<file path="src/rtl/cpu_sequencer.sv">
// Fetch/execute controller for the 4-bit CPU: owns PC, instruction register and
// carry flag, decodes instructions and strobes one register load per EXEC cycle.
module cpu_sequencer #(
    parameter int unsigned PC_W     = 4,
    parameter int unsigned RESET_PC = 0
) (
    input  logic            clk_cpu,
    input  logic            reset,
    input  logic            run,
    input  logic [7:0]      rom_data,
    input  logic            alu_carry,
    output logic [PC_W-1:0] rom_addr,
    output logic [1:0]      src_sel,
    output logic [3:0]      imm,
    output logic            load_a,
    output logic            load_b,
    output logic            load_out,
    output logic            carry_flag,
    output logic            exec
);

    localparam int unsigned INSTR_W = 8;
    localparam int unsigned OP_W    = 4;
    localparam int unsigned IMM_W   = 4;
    localparam int unsigned SRC_W   = 2;

    localparam logic [OP_W-1:0] OP_ADD_A_IM = 4'h0;
    localparam logic [OP_W-1:0] OP_MOV_A_B  = 4'h1;
    localparam logic [OP_W-1:0] OP_IN_A     = 4'h2;
    localparam logic [OP_W-1:0] OP_MOV_A_IM = 4'h3;
    localparam logic [OP_W-1:0] OP_MOV_B_A  = 4'h4;
    localparam logic [OP_W-1:0] OP_ADD_B_IM = 4'h5;
    localparam logic [OP_W-1:0] OP_IN_B     = 4'h6;
    localparam logic [OP_W-1:0] OP_MOV_B_IM = 4'h7;
    localparam logic [OP_W-1:0] OP_OUT_B    = 4'h9;
    localparam logic [OP_W-1:0] OP_OUT_IM   = 4'hB;
    localparam logic [OP_W-1:0] OP_JNC      = 4'hE;
    localparam logic [OP_W-1:0] OP_JMP      = 4'hF;

    localparam logic [SRC_W-1:0] SRC_A    = 2'd0;
    localparam logic [SRC_W-1:0] SRC_B    = 2'd1;
    localparam logic [SRC_W-1:0] SRC_IN   = 2'd2;
    localparam logic [SRC_W-1:0] SRC_ZERO = 2'd3;

    typedef enum logic {
        FETCH = 1'b0,
        EXEC  = 1'b1
    } state_t;

    typedef enum logic [1:0] {
        DST_NONE = 2'd0,
        DST_A    = 2'd1,
        DST_B    = 2'd2,
        DST_OUT  = 2'd3
    } dst_t;

    state_t              state_q, state_d;
    logic [PC_W-1:0]     pc_q, pc_d;
    logic [INSTR_W-1:0]  ir_q, ir_d;
    logic                carry_q, carry_d;

    logic [OP_W-1:0]     opcode;
    logic [IMM_W-1:0]    ir_imm;
    dst_t                dst;
    logic [SRC_W-1:0]    src_dec;
    logic                is_add;
    logic                is_jmp;
    logic                is_jnc;
    logic [PC_W-1:0]     pc_inc;
    logic [PC_W-1:0]     jump_target;

    assign opcode      = ir_q[INSTR_W-1:IMM_W];
    assign ir_imm      = ir_q[IMM_W-1:0];
    assign pc_inc      = pc_q + PC_W'(1);
    assign jump_target = PC_W'(ir_imm);

    assign rom_addr   = pc_q;
    assign src_sel    = src_dec;
    assign imm        = ir_imm;
    assign carry_flag = carry_q;

    // Instruction decode from the latched IR; undefined opcodes behave as NOP
    always_comb begin
        dst     = DST_NONE;
        src_dec = SRC_ZERO;
        is_add  = 1'b0;
        is_jmp  = 1'b0;
        is_jnc  = 1'b0;
        case (opcode)
            OP_ADD_A_IM: begin dst = DST_A;   src_dec = SRC_A;    is_add = 1'b1; end
            OP_MOV_A_B:  begin dst = DST_A;   src_dec = SRC_B;    end
            OP_IN_A:     begin dst = DST_A;   src_dec = SRC_IN;   end
            OP_MOV_A_IM: begin dst = DST_A;   src_dec = SRC_ZERO; end
            OP_MOV_B_A:  begin dst = DST_B;   src_dec = SRC_A;    end
            OP_ADD_B_IM: begin dst = DST_B;   src_dec = SRC_B;    is_add = 1'b1; end
            OP_IN_B:     begin dst = DST_B;   src_dec = SRC_IN;   end
            OP_MOV_B_IM: begin dst = DST_B;   src_dec = SRC_ZERO; end
            OP_OUT_B:    begin dst = DST_OUT; src_dec = SRC_B;    end
            OP_OUT_IM:   begin dst = DST_OUT; src_dec = SRC_ZERO; end
            OP_JNC:      is_jnc = 1'b1;
            OP_JMP:      is_jmp = 1'b1;
            default:     dst = DST_NONE;
        endcase
    end

    // Next-state, PC/carry update and load strobes (strobes combinational so reset kills them at once)
    always_comb begin
        state_d  = state_q;
        pc_d     = pc_q;
        ir_d     = ir_q;
        carry_d  = carry_q;
        load_a   = 1'b0;
        load_b   = 1'b0;
        load_out = 1'b0;
        exec     = 1'b0;
        case (state_q)
            FETCH: begin
                if (run) begin
                    ir_d    = rom_data;
                    state_d = EXEC;
                end
            end
            EXEC: begin
                exec     = 1'b1;
                load_a   = (dst == DST_A);
                load_b   = (dst == DST_B);
                load_out = (dst == DST_OUT);
                carry_d  = is_add ? alu_carry : 1'b0;
                pc_d     = (is_jmp || (is_jnc && !carry_q)) ? jump_target : pc_inc;
                state_d  = FETCH;
            end
            default: state_d = FETCH;
        endcase
    end

    always_ff @(posedge clk_cpu or posedge reset) begin
        if (reset) begin
            state_q <= FETCH;
            pc_q    <= PC_W'(RESET_PC);
            ir_q    <= '0;
            carry_q <= 1'b0;
        end else begin
            state_q <= state_d;
            pc_q    <= pc_d;
            ir_q    <= ir_d;
            carry_q <= carry_d;
        end
    end

endmodule

</file>
<file path="config.mk">
export PLATFORM = sky130hd
export DESIGN_NAME = cpu_sequencer
export DESIGN_NICKNAME = d
export VERILOG_FILES = /design/src/rtl/cpu_sequencer.sv
export SDC_FILE = /design/constraint.sdc
export NUM_CORES = 1
export LEC_CHECK = 0
export CAP_MARGIN = 20
export CORE_ASPECT_RATIO = 1.2
export CORE_MARGIN = 2
export CORE_UTILIZATION = 39
export DETAILED_ROUTE_END_ITERATION = 16
export PLACE_DENSITY = 0.74
export SYNTH_ARGS = -nofsm -noshare
export SYNTH_HDL_FRONTEND = slang
export SYNTH_SLANG_ARGS = --single-unit
</file>
<file path="constraint.sdc">
create_clock -name clk_cpu -period 1 [get_ports clk_cpu]
set_input_delay 0.1 -clock clk_cpu [delete_from_list [all_inputs] [get_ports clk_cpu]]
set_output_delay 0.1 -clock clk_cpu [all_outputs]
set_load 0.01 [all_outputs]
</file>
==> metrics.md, run 1 <==
| Metric | Value |
|---|---|
| Status | `finished, violations left` |
| Failing checks | `setup timing` |
| H-tree depth | `1` |
| Die Y-Extent | `around 53 µm` |
| CTS root buf | `clkbuf_4` |
| Worst Slack Setup Final | `-0.294 ns` |
| Post-Route WL | `roughly 2100 µm` |
| Worst R2R Setup Slack | `-0.29 ns` |
| Layout cells sized above 1 | `0.620` |
| Synth top area share | `0.458` |
| DR iter-0 viols | `3` |
| Core Area | `0.00185 mm²` |
| Initial antenna violation count | `0` |
| Pwr Density | `1690 mW/mm²` |
| TritonCTS Buffers | `3` |
| Mapped Avg Cell Area | `10.8 µm²` |
| DRC viols | `0` |
| Mapped Cells | `71` |
| Most frequent cells in the layout | `17 x buf_4, 13 x buf_2, 13 x buf_6` |
| Worst EP arrival | `around 1.5 ns` |
| Sequential share of power | `0.354` |
| CTS max path bufs | `2` |
| Global-route usage over all layers | `0.208` |
| ANT cells | `0` |
| Combinational share of power | `0.466` |
| Syn Nets | `84` |
| Port Buf Inserts | `26` |
| Setup crit end kind | `flop` |
| Ys Warns | `0` |
| Pleak | `around 0.64 nW` |
| Clock power share | `0.180` |
| Seq/Total Area, Yosys | `0.458` |
| Die area | `0.00234 mm²` |
| Yosys cell types | `31` |
| Synthesized cell area | `766 µm²` |
| Sw frac | `0.331` |
| Hold WC Path Type | `input pin to asynchronous set/reset pin` |
| Final GP Congestion | `~0.73` |
| Largest net degree at the start of global routing | `15` |
| Dpl ws | `-0.331 ns` |
| Detail Route Antenna Nets | `0` |
| Global route total overflow | `0` |
| Vias post-DR | `approximately 720` |
| Tcrit/Tclk final | `1.29` |
| CP Max Fanout | `4` |
| Worst endpoint required time | `1.17 ns` |
| WS Path Type | `flop to flop` |
| Chip width | `44.5 µm` |
| Max-slew violations | `0` |
| Largest area contributor in the netlist | `dfrtp_1` |
| CP startpoint kind | `flop` |
| Final min period | `1.29 ns` |
| Slew @ Worst Pin | `0.266 ns` |
| Maximum vdd drop | `roughly 1200 µV` |
| Seq cells post-synth | `14` |
| Most common library cell in the layout ignoring fill and taps | `buf_4` |
| Rows | `17` |
| Clock transition at path regs | `0.08 ns` |
| Setup violators final | `19` |
| Slew HR | `0.822` |
| Final clock skew | `approximately 0.0015 ns` |
| Post-Route Utilization | `0.725` |
| Internal power | `between 1.5 and 2 mW` |
| CTS tree | `yes` |
| First-pass GRT wire length | `3420 µm` |
| Hold Fails Final Rpt | `0` |
| Vias in the first global route | `777` |
| RSZ-0062 raised after global routing | `yes` |
| Starting Density | `0.414` |
| DR pass1 iterations | `2` |
| Wire per inst | `15.2 µm` |
| Area Overhead vs Synth | `75.2%` |
| DR vias/cell | `about 5.1` |
| Maxcap violations | `0` |
| Clk_lat worst skew | `0.28 ns` |
| IO Count | `27` |
| Clock sink count | `14` |
| Max frequency | `between 700 and 800 MHz` |
| HPWL Detailed | `1410 µm` |
| Top post-synthesis cells by area | `dfrtp_1 46%, mux2_2 12%, buf_4 4.9%, buf_6 2.9%, nand2_1 2.9%` |
| Net switching power | `748 µW` |
| Final nets | `135` |
| Hold slack | `0.104 ns` |
stage by stage:
step | power (mW) | TNS (ns) | cell area, µm² | cells
after floorplan | 1.27 | -1.42 | 800 | 71
after global placement | 1.66 | -5.24 | 1150 | 127
after detailed placement | 1.70 | -5.74 | 1150 | 127
after CTS | 2.21 | -4.25 | 1290 | 139
after global routing | 2.40 | -5.23 | 1340 | 140
final | 2.26 | -4.47 | 1340 | 140
logic make-up (layout without fill, tap and decap cells):
group | Yosys count | count (layout) | synth area share
AOI/OAI and AO/OA | 11 | 11 | 0.105
xor gates and xnor gates | 1 | 1 | 0.0114
adders and majority gates | 1 | 1 | 0.0163
buffers and inverters | 12 | 62 | 0.105
DFF | 14 | 14 | 0.458
muxes | 9 | 9 | 0.132
and+or+nand+nor | 23 | 23 | 0.173
what timing repair did:
| action | 4_1_cts | 5_1_grt |
|---|---|---|
| buffers inserted | 9 | 1 |
| gates resized for setup | 86 | 11 |
| pin swaps | 6 | 4 |
| setup endpoints to repair | 28 | 22 |
| cloned | 0 | 0 |
| endpoints found under the hold margin | 0 | 0 |
| hold buffers | 0 | 0 |
synthesized netlist by cell type:
master / count
dfrtp_1: 14
mux2_2: 8
nand2_1: 6
buf_4: 5
inv_1: 4
nor2b_1: 3
nor3_1: 3
buf_6: 2
nand2b_1: 2
nand3_1: 2
nor2_1: 2
a211oi_1: 1
a21boi_1: 1
a21o_1: 1
a21oi_1: 1
a311o_1: 1
a31oi_1: 1
and3_4: 1
and3b_1: 1
buf_2: 1
ha_1: 1
mux2_1: 1
nor4b_1: 1
o21ai_0: 1
o221ai_1: 1
o22ai_1: 1
o31ai_1: 1
o32ai_1: 1
or2_2: 1
or2b_4: 1
xor2_1: 1
worst max-delay path, stage by stage (launching register included):
cell	delay (ns)
dfrtp_2	0.40
buf_6	0.11
buf_6	0.10
and3_4	0.22
nand2_4	0.05
a311o_1	0.30
cell type report:
class                      instances  area, µm²
clock buffer                       4       36.3
timing repair buffer              54        449
inverter                           4       15.0
multi-input combinational         45        464
sequential                        14        353
tap                               19       23.8
fill                             127        509
state kept, by name (all words and copies together), names as in the netlist:
signal	count
state_q	1
carry_flag	1
rom_addr	4
ir_q	8
path summary, 6_finish.rpt:
check                             from           to  cells past startpoint
max                            ir_q[7]  rom_addr[3]                      5
min                              reset      ir_q[5]                      3
max reg2reg                    ir_q[7]  rom_addr[3]                      5
min reg2reg                rom_addr[1]  rom_addr[1]                      2
max in group asynchronous        reset      ir_q[7]                      3
min in group clk_cpu       rom_data[3]      ir_q[3]                      2
per-layer routing:
metal	vias to the layer above	routed length, µm	global-route usage
li1	345	-	-
met2	21	1140	0.370
met1	344	830	0.222
met4	0	75	0.126
met3	9	74	0.0379
met5	-	0	0
power groups by stage:
stage	Clock [mW]	Combinational [mW]	Sequential (mW)
2_1_floorplan	0	0.433	0.837
6_report	0.408	1.05	0.801
5_1_grt	0.449	1.13	0.822
3_5_place_dp	0	0.868	0.828
4_1_cts	0.425	0.989	0.795
3_3_place_gp	0	0.845	0.820
Power figures use the tool's default switching activity.
==> run 2, diff against run 1 <==
--- a/config.mk
+++ b/config.mk
@@ -10,6 +10,7 @@
 export CORE_MARGIN = 2
 export CORE_UTILIZATION = 39
 export DETAILED_ROUTE_END_ITERATION = 16
+export HOLD_SLACK_MARGIN = 0.08
 export PLACE_DENSITY = 0.74
 export SYNTH_ARGS = -nofsm -noshare
 export SYNTH_HDL_FRONTEND = slang
==> results of run 2 <==
Final layout, timing and power as in run 1 (identical DEF).
==> run 3, diff against run 2 <==
--- a/config.mk
+++ b/config.mk
@@ -5,13 +5,14 @@
 export SDC_FILE = /design/constraint.sdc
 export NUM_CORES = 1
 export LEC_CHECK = 0
+export ABC_AREA = 1
 export CAP_MARGIN = 20
 export CORE_ASPECT_RATIO = 1.2
 export CORE_MARGIN = 2
 export CORE_UTILIZATION = 39
 export DETAILED_ROUTE_END_ITERATION = 16
 export HOLD_SLACK_MARGIN = 0.08
-export PLACE_DENSITY = 0.74
+export PLACE_DENSITY = 0.73
 export SYNTH_ARGS = -nofsm -noshare
 export SYNTH_HDL_FRONTEND = slang
 export SYNTH_SLANG_ARGS = --single-unit
==> run 3 against run 2 <==
Clock skew grew 0.00053 ns. Fmax shrank 4.7%. Critical endpoint is now load_out. Power shrank 4.9%. Utilization shrank 4.3 points. Die area grew 1.5%. The run still ends with setup timing left. Count of clock-buffer cells in the layout shrank 1.
==> metrics.md, run 3 <==
| Metric | Value |
|---|---|
| Hold Fails Final Rpt | `0 (unchanged)` |
| Combinational share of power | `0.498 (+0.032)` |
| WL met2 | `1090 µm (-4.4%)` |
| Status | `finished, violations left` |
| CP Launch Point | `ir_q[7]` |
| Final cell count without fillers | `162 (+16%)` |
| Fillers | `156 (+23%)` |
| Worst Slack Setup Final | `-0.357 ns (-0.0631 ns)` |
| Clk_lat worst skew | `0.27 ns (about the same)` |
| Most common flop cell mapped by yosys | `dfrtp_1` |
| Setup violators final | `11 (-8)` |
| Post-synth top cells | `32 x nand2_1, 14 x dfrtp_1, 11 x inv_1, 9 x nand3_1, 7 x o21ai_2` |
| Rows | `17 (unchanged)` |
| Top post-synthesis cells by area | `dfrtp_1 45%, nand2_1 15%, o21ai_2 7.9%, nand3_1 5.8%, inv_1 5.3%` |
| Post-Route Utilization | `0.682 (-0.0430)` |
| IO Count | `27 (unchanged)` |
| Global-route usage over all layers | `0.204 (-0.00366)` |
| TritonCTS Buffers | `3 (unchanged)` |
| Most common library cell in the layout ignoring fill and taps | `nand2_1` |
| R2r endpoint | `rom_addr[0]` |
| Vias post-DR | `789 (+9.7%)` |
| FF/Latch Area | `354 µm² (+0.35%)` |
| Placed Cells | `149 (+17%)` |
| Worst EP arrival | `1.26 ns (-0.20 ns)` |
| Detail Route Antenna Nets | `0 (unchanged)` |
| Yosys cell types | `18 (-42%)` |
| Pleak | `0.649 nW (+1.4%)` |
| Max-slew violations | `0 (unchanged)` |
| Pwr Density | `1690 mW/mm² (about the same)` |
| ANT cells | `0 (unchanged)` |
| Wire per inst | `12.5 µm (-17%)` |
| Net switching power | `772 µW (+3.1%)` |
| Synth top area share | `0.450 (-0.00736)` |
| Largest area contributor in the netlist | `dfrtp_1` |
| WL met3 | `114 µm (+54%)` |
| CTS root buf | `clkbuf_4` |
| Vias in the first global route | `783 (+0.77%)` |
| Worst R2R Setup Slack | `-0.22 ns (+0.07 ns)` |
| Top Layer Used | `met4` |
| Max frequency | `737 MHz (-4.7%)` |
| DR pass1 iterations | `4 (+2)` |
| Most frequent cells in the layout | `25 x nand2_1, 18 x buf_4, 11 x dfrtp_1, 11 x clkdlybuf4s50_1` |
| RSZ-0062 raised after global routing | `yes` |
| First-pass GRT wire length | `3420 µm (unchanged)` |
| CTS tree | `yes` |
| Chip width | `44.8 µm (+0.74%)` |
| Clock transition at path regs | `0.08 ns (about the same)` |
| Reg2Reg Depth | `9 (+4)` |
| Sequential share of power | `0.357 (+0.003)` |
| Internal power | `1.38 mW (-8.9%)` |
| Synthesized cell area | `778 µm² (+1.6%)` |
| Critical path's largest stage delay | `0.42 ns (+0.02 ns)` |
| CP max-delay cell | `dfrtp_2` |
| Failing checks | `setup timing` |
| DR iter-0 viols | `20 (+17)` |
| Setup crit end kind | `output pin` |
| Largest delay share family, worst path | `flip-flops` |
| CTS max path bufs | `2 (unchanged)` |
| Final min period | `1.36 ns (+0.0631 ns)` |
| Number of synthesized flops with an enable pin | `0 (unchanged)` |
| Seq/Total Area, Yosys | `0.450 (-0.00736)` |
| Syn Nets | `107 (+27%)` |
| Largest register FFs | `8 (unchanged)` |
| Largest net degree at the start of global routing | `15 (unchanged)` |
| Total Neg Setup Slack | `-2.01 ns (+2.46 ns)` |
| Clock power share | `0.145 (-0.035)` |
| Worst r2r src | `ir_q[6]` |
| Starting Density | `0.416 (+0.00198)` |
| Die area | `0.00237 mm² (+1.5%)` |
| Ys Warns | `0 (unchanged)` |
| Final GP Congestion | `0.762 (+5.0%)` |
| Sw frac | `0.359 (+0.0280)` |
| Pwr Total | `2.15 mW (-4.9%)` |
| M1 WL | `794 µm (-4.3%)` |
| Core Area | `0.00187 mm² (+1.1%)` |
| H-tree depth | `1 (unchanged)` |
| Area Overhead vs Synth | `64.0%` |
| Die Y-Extent | `52.9 µm (+0.75%)` |
| Layout cells sized above 1 | `0.517 (-0.102)` |
| Clock sink count | `14 (unchanged)` |
| HPWL Detailed | `1330 µm (-5.4%)` |
| Most frequent cell after synthesis | `nand2_1` |
| CP startpoint kind | `flop` |
| Maxcap violations | `0 (unchanged)` |
| Post-Route WL | `2030 µm (-4.5%)` |
| DR vias/cell | `4.87 (-5.2%)` |
| DRC viols | `0 (unchanged)` |
| Multi-input gate area | `383 µm² (-18%)` |
| WS Path Type | `flop to output pin` |
| Final clock skew | `0.00199 ns (+0.000528 ns)` |
| Hold WC Path Type | `input pin to asynchronous set/reset pin` |
| Tcrit/Tclk final | `1.36 (+0.0631)` |
| Mapped Cells | `94 (+32%)` |
| Slew HR | `0.815 (-0.00717)` |
| Mapped Avg Cell Area | `8.28 µm² (-23%)` |
| Initial antenna violation count | `0 (unchanged)` |
| Seq cells post-synth | `14 (unchanged)` |
| Reg with most FFs | `ir_q` |
| Cell breakdown of the critical path | `inv_2 -> nor4_2 -> buf_2` |
| CP Max Fanout | `5 (+1)` |
| Maximum vdd drop | `973 µV (-19%)` |
| Slew @ Worst Pin | `0.275 ns (+0.00936 ns)` |
| Global route total overflow | `0 (unchanged)` |
| Buffers & Inverters on Critical Path | `2 (unchanged)` |
| Worst endpoint required time | `0.90 ns (-0.27 ns)` |
| Port Buf Inserts | `26 (unchanged)` |
| Final nets | `158 (+17%)` |
| Synth async-reset ratio | `1.00 (unchanged)` |
[run 3: how the worst max path moves through the flow]
stage	cells past startpoint	end
floorplan	6	rom_addr[3]
global placement	3	load_out
detailed placement	3	load_out
CTS	3	load_out
global route	3	load_out
finish	3	load_out
[run 3: worst register-to-register path, delay by kind of cell (launching register included)]
family | cells | cell delay (ns)
buf+inv | 3 | 0.28
flops | 1 | 0.38
simple gates | 6 | 0.46
[run 3: area by class of cell]
class / instances / share of cell area
tap: 19 / 0.0186
multi-input combinational: 61 / 0.300
clock buffer: 3 / 0.0176
sequential: 14 / 0.277
timing repair buffer: 50 / 0.319
inverter: 14 / 0.0549
timing repair inverter: 1 / 0.0127
[run 3: what timing repair did]
item / in CTS / in global routing
gates cloned: 1 / 0
hold buffers: 0 / 0
gates resized for setup: 71 / 18
endpoints found under the setup margin: 28 / 27
pin swaps: 9 / 2
setup buffers: 7 / 4
[run 3: layer usage]
layer	track usage	vias up
li1	-	394
met1	0.252	359
met2	0.333	34
met3	0.0444	2
met4	0.0980	0
met5	0	-
[run 3: kinds of logic (layout without fill, tap and decap cells)]
family,count (synthesis),count (layout),synth area share
adder cells (fa/ha/maj),1,1,0.0161
AND/OR/NAND/NOR,51,51,0.302
AO/OA/AOI/OAI,8,8,0.0852
buffers and inverters,19,68,0.135
XOR/XNOR,1,1,0.0113
flip-flops,14,14,0.450
[run 3: through the flow]
step | cell area, µm² | hold WS [ns] | worst slack [ns]
CTS | 1270 | 0.118 | -0.282
global route | 1280 | 0.125 | -0.375
finish | 1280 | 0.120 | -0.357
global placement | 1150 | 0.419 | -0.348
floorplan | 802 | -0.0109 | -0.0130
detailed placement | 1150 | 0.410 | -0.367
[run 3: power groups by stage]
stage                     logic, mW  clock network, mW  registers [mW]
final                          1.07              0.311           0.768
after global routing           1.19              0.369           0.783
after global placement        0.972                  0           0.786
after CTS                      1.08              0.325           0.766
after floorplan               0.423                  0           0.859
after detailed placement      0.989                  0           0.790
==> RTL edit 1, RTL diff (settings of run 1) <==
Change the parameter `PC_W` from 4 to 3.
--- a/src/rtl/cpu_sequencer.sv
+++ b/src/rtl/cpu_sequencer.sv
@@ -3,3 +3,3 @@
 module cpu_sequencer #(
-    parameter int unsigned PC_W     = 4,
+    parameter int unsigned PC_W     = 3,
     parameter int unsigned RESET_PC = 0
Interface: changed (resized rom_addr); port bits go from 27 to 26. The function was not compared with the original's and may differ.
==> RTL edit 1 against run 1 <==
  * The flow still finishes with violations (negative setup slack)
  * Sequential cell count decreased by 1
  * Utilization decreased by 4.6 points
  * Power decreased by 19%
  * Combinational power decreased by 27%
  * Setup slack got worse by 0.0052 ns
  * Maximum frequency decreased by 0.40%
  * Synthesized area decreased by 12%
  * Wire length decreased by 20%
  * First-iteration DRC count increased to 3.0 times the old value
  * Hold slack got worse by 0.014 ns
  * Cell area decreased by 17%
  * Critical endpoint is now load_out
  * Largest power group unchanged
==> RTL edit 1: results (changes against run 1) <==
Global route
  • First-pass GRT wire length: 2950 um (-14%)
  • Largest net degree at the start of global routing: 14 (-1)
  • Vias in the first global route: 627 (-19%)
  • All-Layer GR Usage: 0.193 (-0.0149)

STA
  • Clk_skew: 0.00453 ns (+0.00307 ns)
  • Final worst slack: -0.299 ns (-0.00524 ns)
  • Final hold slack: 0.0904 ns (-0.0140 ns)
  • Setup TNS: -3.53 ns (+0.944 ns)
  • Slew HR: 0.856 (+0.0332)
  • Setup-failing EPs final: 18 (-1)

Pwr
  • Max IR drop VDD: 0.000910 V (-25%)
  • Leakage power: 0.000538 uW (-16%)

Cells and area
  • Fillers: 123 (-3.1%)
  • Storage element area: 327 um^2 (-7.4%)
  • Post-Layout Cell Count: 115 (-18%)
  • Final net count: 111 (-18%)
  • Share of cells above drive strength 1: 0.557 (-0.0631)

Route
  • DR pass1 iterations: 3 (+1)
  • Starting DRT DRC Count: 9 (+6)
  • Per-cell routed wire length: 14.7 um (-3.0%)
  • Vias per cell: 5.11 (-0.44%)

Placed design
  • Placed insts: 103 (-19%)
  • Port Buf Inserts: 25 (-3.8%)
  • GP Congestion: 0.750 (+3.2%)

Synthesis
  • Synth Area in Compound Gates: 0.0739 (-0.0306)
  • Synth unique cells: 28 (-9.7%)
  • Multiplexer share of the synthesized area: 0.150 (+0.0174)
  • Post-synthesis adder-cell area fraction: 0.0185 (+0.00214)
  • XOR/XNOR Fraction of Synth Area: 0.0129 (+0.00150)
  • Commonest cells in the netlist: 13 x dfrtp_1, 9 x mux2_2, 4 x buf_4, 3 x inv_1
  • Synth area leaders: dfrtp_1 48%, mux2_2 15%, buf_4 4.4%
  • Post-synthesis sequential area ratio: 0.481 (+0.0231)
  • Post-Syn Area per Cell: 12.1 um^2 (+12%)

Clocking
  • CTS Buf Count: 3 (unchanged)

Run status
  • Status: finished, violations left
  • Failing checks: negative setup slack

Setup path
  • FF-to-FF End: rom_addr[1]
  • R2r setup slk: -0.24 ns (+0.05 ns)
## RTL edit 1: report_power, final
part           leakage, uW  switching [uW]  internal, uW
Combinational     0.000371             312           459
Clock            0.0000150             184           155
Sequential        0.000152            90.3           634
Total             0.000538             586          1250
## RTL edit 1: per-stage QoR
stage          area [um^2]  utilization  setup WS [ns]
2_1_floorplan          683            -         -0.147
3_3_place_gp           982        0.598         -0.338
3_5_place_dp           982        0.598         -0.321
4_1_cts               1120        0.680         -0.306
5_1_grt               1110        0.678         -0.335
6_report              1110        0.678         -0.299
## RTL edit 1: worst max-delay path by stage
stage | startpoint | end | slack (ns) | cells past startpoint
after global routing | ir_q[6] | load_out | -0.33 | 3
after global placement | run | ir_q[2] | -0.34 | 4
after detailed placement | run | ir_q[2] | -0.32 | 4
after CTS | ir_q[6] | load_out | -0.31 | 3
final | ir_q[6] | load_out | -0.30 | 3
after floorplan | state_q | ir_q[0] | -0.15 | 3
## RTL edit 1: cell type report
class                      count  share of cell area
inverter                       3              0.0101
multi-input combinational     34               0.324
sequential                    13               0.293
timing repair buffer          43               0.329
tap                           18              0.0202
clock buffer                   4              0.0236
## RTL edit 1: what timing repair did
item                       CTS  global route
pin swaps                    3             3
setup endpoints to repair   26            21
setup buffers                7             0
cloned                       1             0
resized for setup           76             6
## RTL edit 1: kinds of logic (layout without fill, tap and decap cells)
group           Yosys count  in the layout
mux                       9              9
fa+ha+maj                 1              1
simple gates             16             16
xor+xnor                  1              1
compound gates            7              7
flops                    13             13
buf+inv                   9             50
## RTL edit 1: metal layers
metal  up-vias  track usage  share of wire
met1       288        0.215           0.40
li1        279            -              -
met2        17        0.333           0.54
met3         4       0.0110          0.030
met4         0        0.156          0.034
met5         -            0              0
## RTL edit 1: critical path, cell delays in order, from the launching register on
cell and delay, ns:
dfrtp_1 0.42, buf_6 0.13, and4b_2 0.27, buf_6 0.10
==> RTL edit 2, RTL diff (config.mk and constraints of run 1) <==
Made on the original files. Put a register stage on the outputs `src_sel` and `imm`. The values now appear one clock later. The other outputs are not delayed to match.
--- a/src/rtl/cpu_sequencer.sv
+++ b/src/rtl/cpu_sequencer.sv
@@ -77,4 +77,6 @@
     assign rom_addr   = pc_q;
-    assign src_sel    = src_dec;
-    assign imm        = ir_imm;
+    always_ff @(posedge clk_cpu) begin
+        src_sel <= src_dec;
+        imm     <= ir_imm;
+    end
     assign carry_flag = carry_q;
Check against the original RTL: not equivalent (Yosys sat finds a counterexample within 4 cycles, from zero or initial values and one cycle with reset high).
==> RTL edit 2 against run 1 <==
  * The run still ends with negative setup slack left
  * Sequential cell count rose by 6
  * Setup slack improved by 0.019 ns
  * Wire length rose by 9.2%
  * Sequential power rose by 35%
  * Synthesized area rose by 8.0%
  * Clock skew rose by 0.0079 ns
  * Cell area rose by 11%
  * Power rose by 19%
  * Critical path type unchanged
  * Critical endpoint is now rom_addr[2]
  * Largest power group unchanged
==> RTL edit 2: results (changes against run 1) <==
Synthesis
  • Area leader, netlist: dfrtp_1
  • Commonest cells in the netlist: 14 x dfrtp_1, 6 x dfxtp_1, 6 x mux2_2, 4 x nor2b_1
  • Gate Count Post-Synth: 70 (-1.4%)
  • Post-Syn Nets: 83 (-1.2%)
  • Post-synthesis sequential area ratio: 0.569 (+0.111)
  • Post-synth ARST share: 0.700 (-0.300)
  • Synth area leaders: dfrtp_1 42%, dfxtp_1 15%, mux2_2 8.2%

Setup path
  • Crit Reg-Reg Startpoint: ir_q[6]
  • Register-to-Register Path Depth: 4 (-1)
  • FF-to-FF End: rom_addr[2]
  • Critical path peak fanout: 5 (+1)

Pwr
  • Leakage power: 0.000698 uW (+9.1%)
  • Max IR drop VDD: 0.00157 V (+30%)

Global route
  • Vias in the first global route: 766 (-1.4%)

Cells and area
  • Fillers: 140 (+10%)
  • Area grow syn2layout: 80.0%
  • Share of cells above drive strength 1: 0.548 (-0.0714)

Clocking
  • Clock Pin Slew Worst Setup and Hold Paths: 0.12 ns (+0.04 ns)
  • # clock sinks: 20 (+6)

STA
  • Final hold slack: 0.112 ns (+0.00737 ns)
  • Final worst slack: -0.275 ns (+0.0187 ns)
  • Setup-failing EPs final: 20 (+1)
  • Clk_skew: 0.00932 ns (+0.00786 ns)

Placed design
  • DP HPWL: 1420 um (+0.85%)
  • GP Congestion: 0.853 (+17%)

Run status
  • Failing checks: negative setup slack
  • Status: finished, violations left

Route
  • Vias per cell: 5.39 (+4.9%)
  • Starting DRT DRC Count: 13 (+10)
## RTL edit 2: routing by layer
metal,track usage,share of wire,vias to the layer above
met5,0,0,-
met4,0.100,0.026,0
met3,0.0231,0.019,6
met2,0.352,0.53,17
met1,0.245,0.43,393
li1,-,-,360
## RTL edit 2: cell families after synthesis
group,after synthesis,synth area share
multiplexers,8,0.109
adder cells (fa/ha/maj),1,0.0151
AND/OR/NAND/NOR,23,0.160
buffers and inverters,6,0.0348
flip-flops,20,0.569
AO/OA/AOI/OAI,12,0.112
## RTL edit 2: area by class of cell
cell class              count  area, um^2  area share
inverters                   3        16.3      0.0109
well taps                  20        25.0      0.0168
multi-input cells          44         465       0.313
flip-flops and latches     20         473       0.318
repair buffers             53         473       0.318
clock buffers               4        36.3      0.0244
## RTL edit 2: per-stage QoR
| step | cell area, um^2 | setup TNS [ns] | setup slack, ns |
|---|---|---|---|
| after floorplan | 851 | -1.27 | -0.127 |
| after global placement | 1220 | -3.97 | -0.294 |
| after detailed placement | 1220 | -4.25 | -0.305 |
| after CTS | 1400 | -3.50 | -0.254 |
| after global routing | 1490 | -4.27 | -0.318 |
| final | 1490 | -3.55 | -0.275 |
## RTL edit 2: worst max path at each step
stage | startpoint | end | slack [ns]
detailed placement | ir_q[4] | load_out | -0.30
global placement | run | ir_q[3] | -0.29
CTS | state_q | load_out | -0.25
floorplan | state_q | ir_q[0] | -0.13
finish | ir_q[6] | rom_addr[2] | -0.28
global route | ir_q[6] | rom_addr[2] | -0.32
## RTL edit 2: power breakdown
group          internal, uW  switching [uW]
combinational           669             468
clock                   222             244
sequential              967             111
total                  1860             823
## RTL edit 2: what timing repair did
item / 4_1_cts / 5_1_grt
gates resized for setup: 66 / 26
endpoints found under the setup margin: 29 / 25
buffers inserted: 12 / 2
pin swaps: 10 / 5
endpoints found under the hold margin: 0 / 0
gates cloned: 1 / 0
## RTL edit 2: critical path, delay by kind of cell (launching register included)
kind	cells	cell delay [ns]
flops	1	0.45
buf+inv	1	0.15
simple gates	1	0.22
compound gates	2	0.34
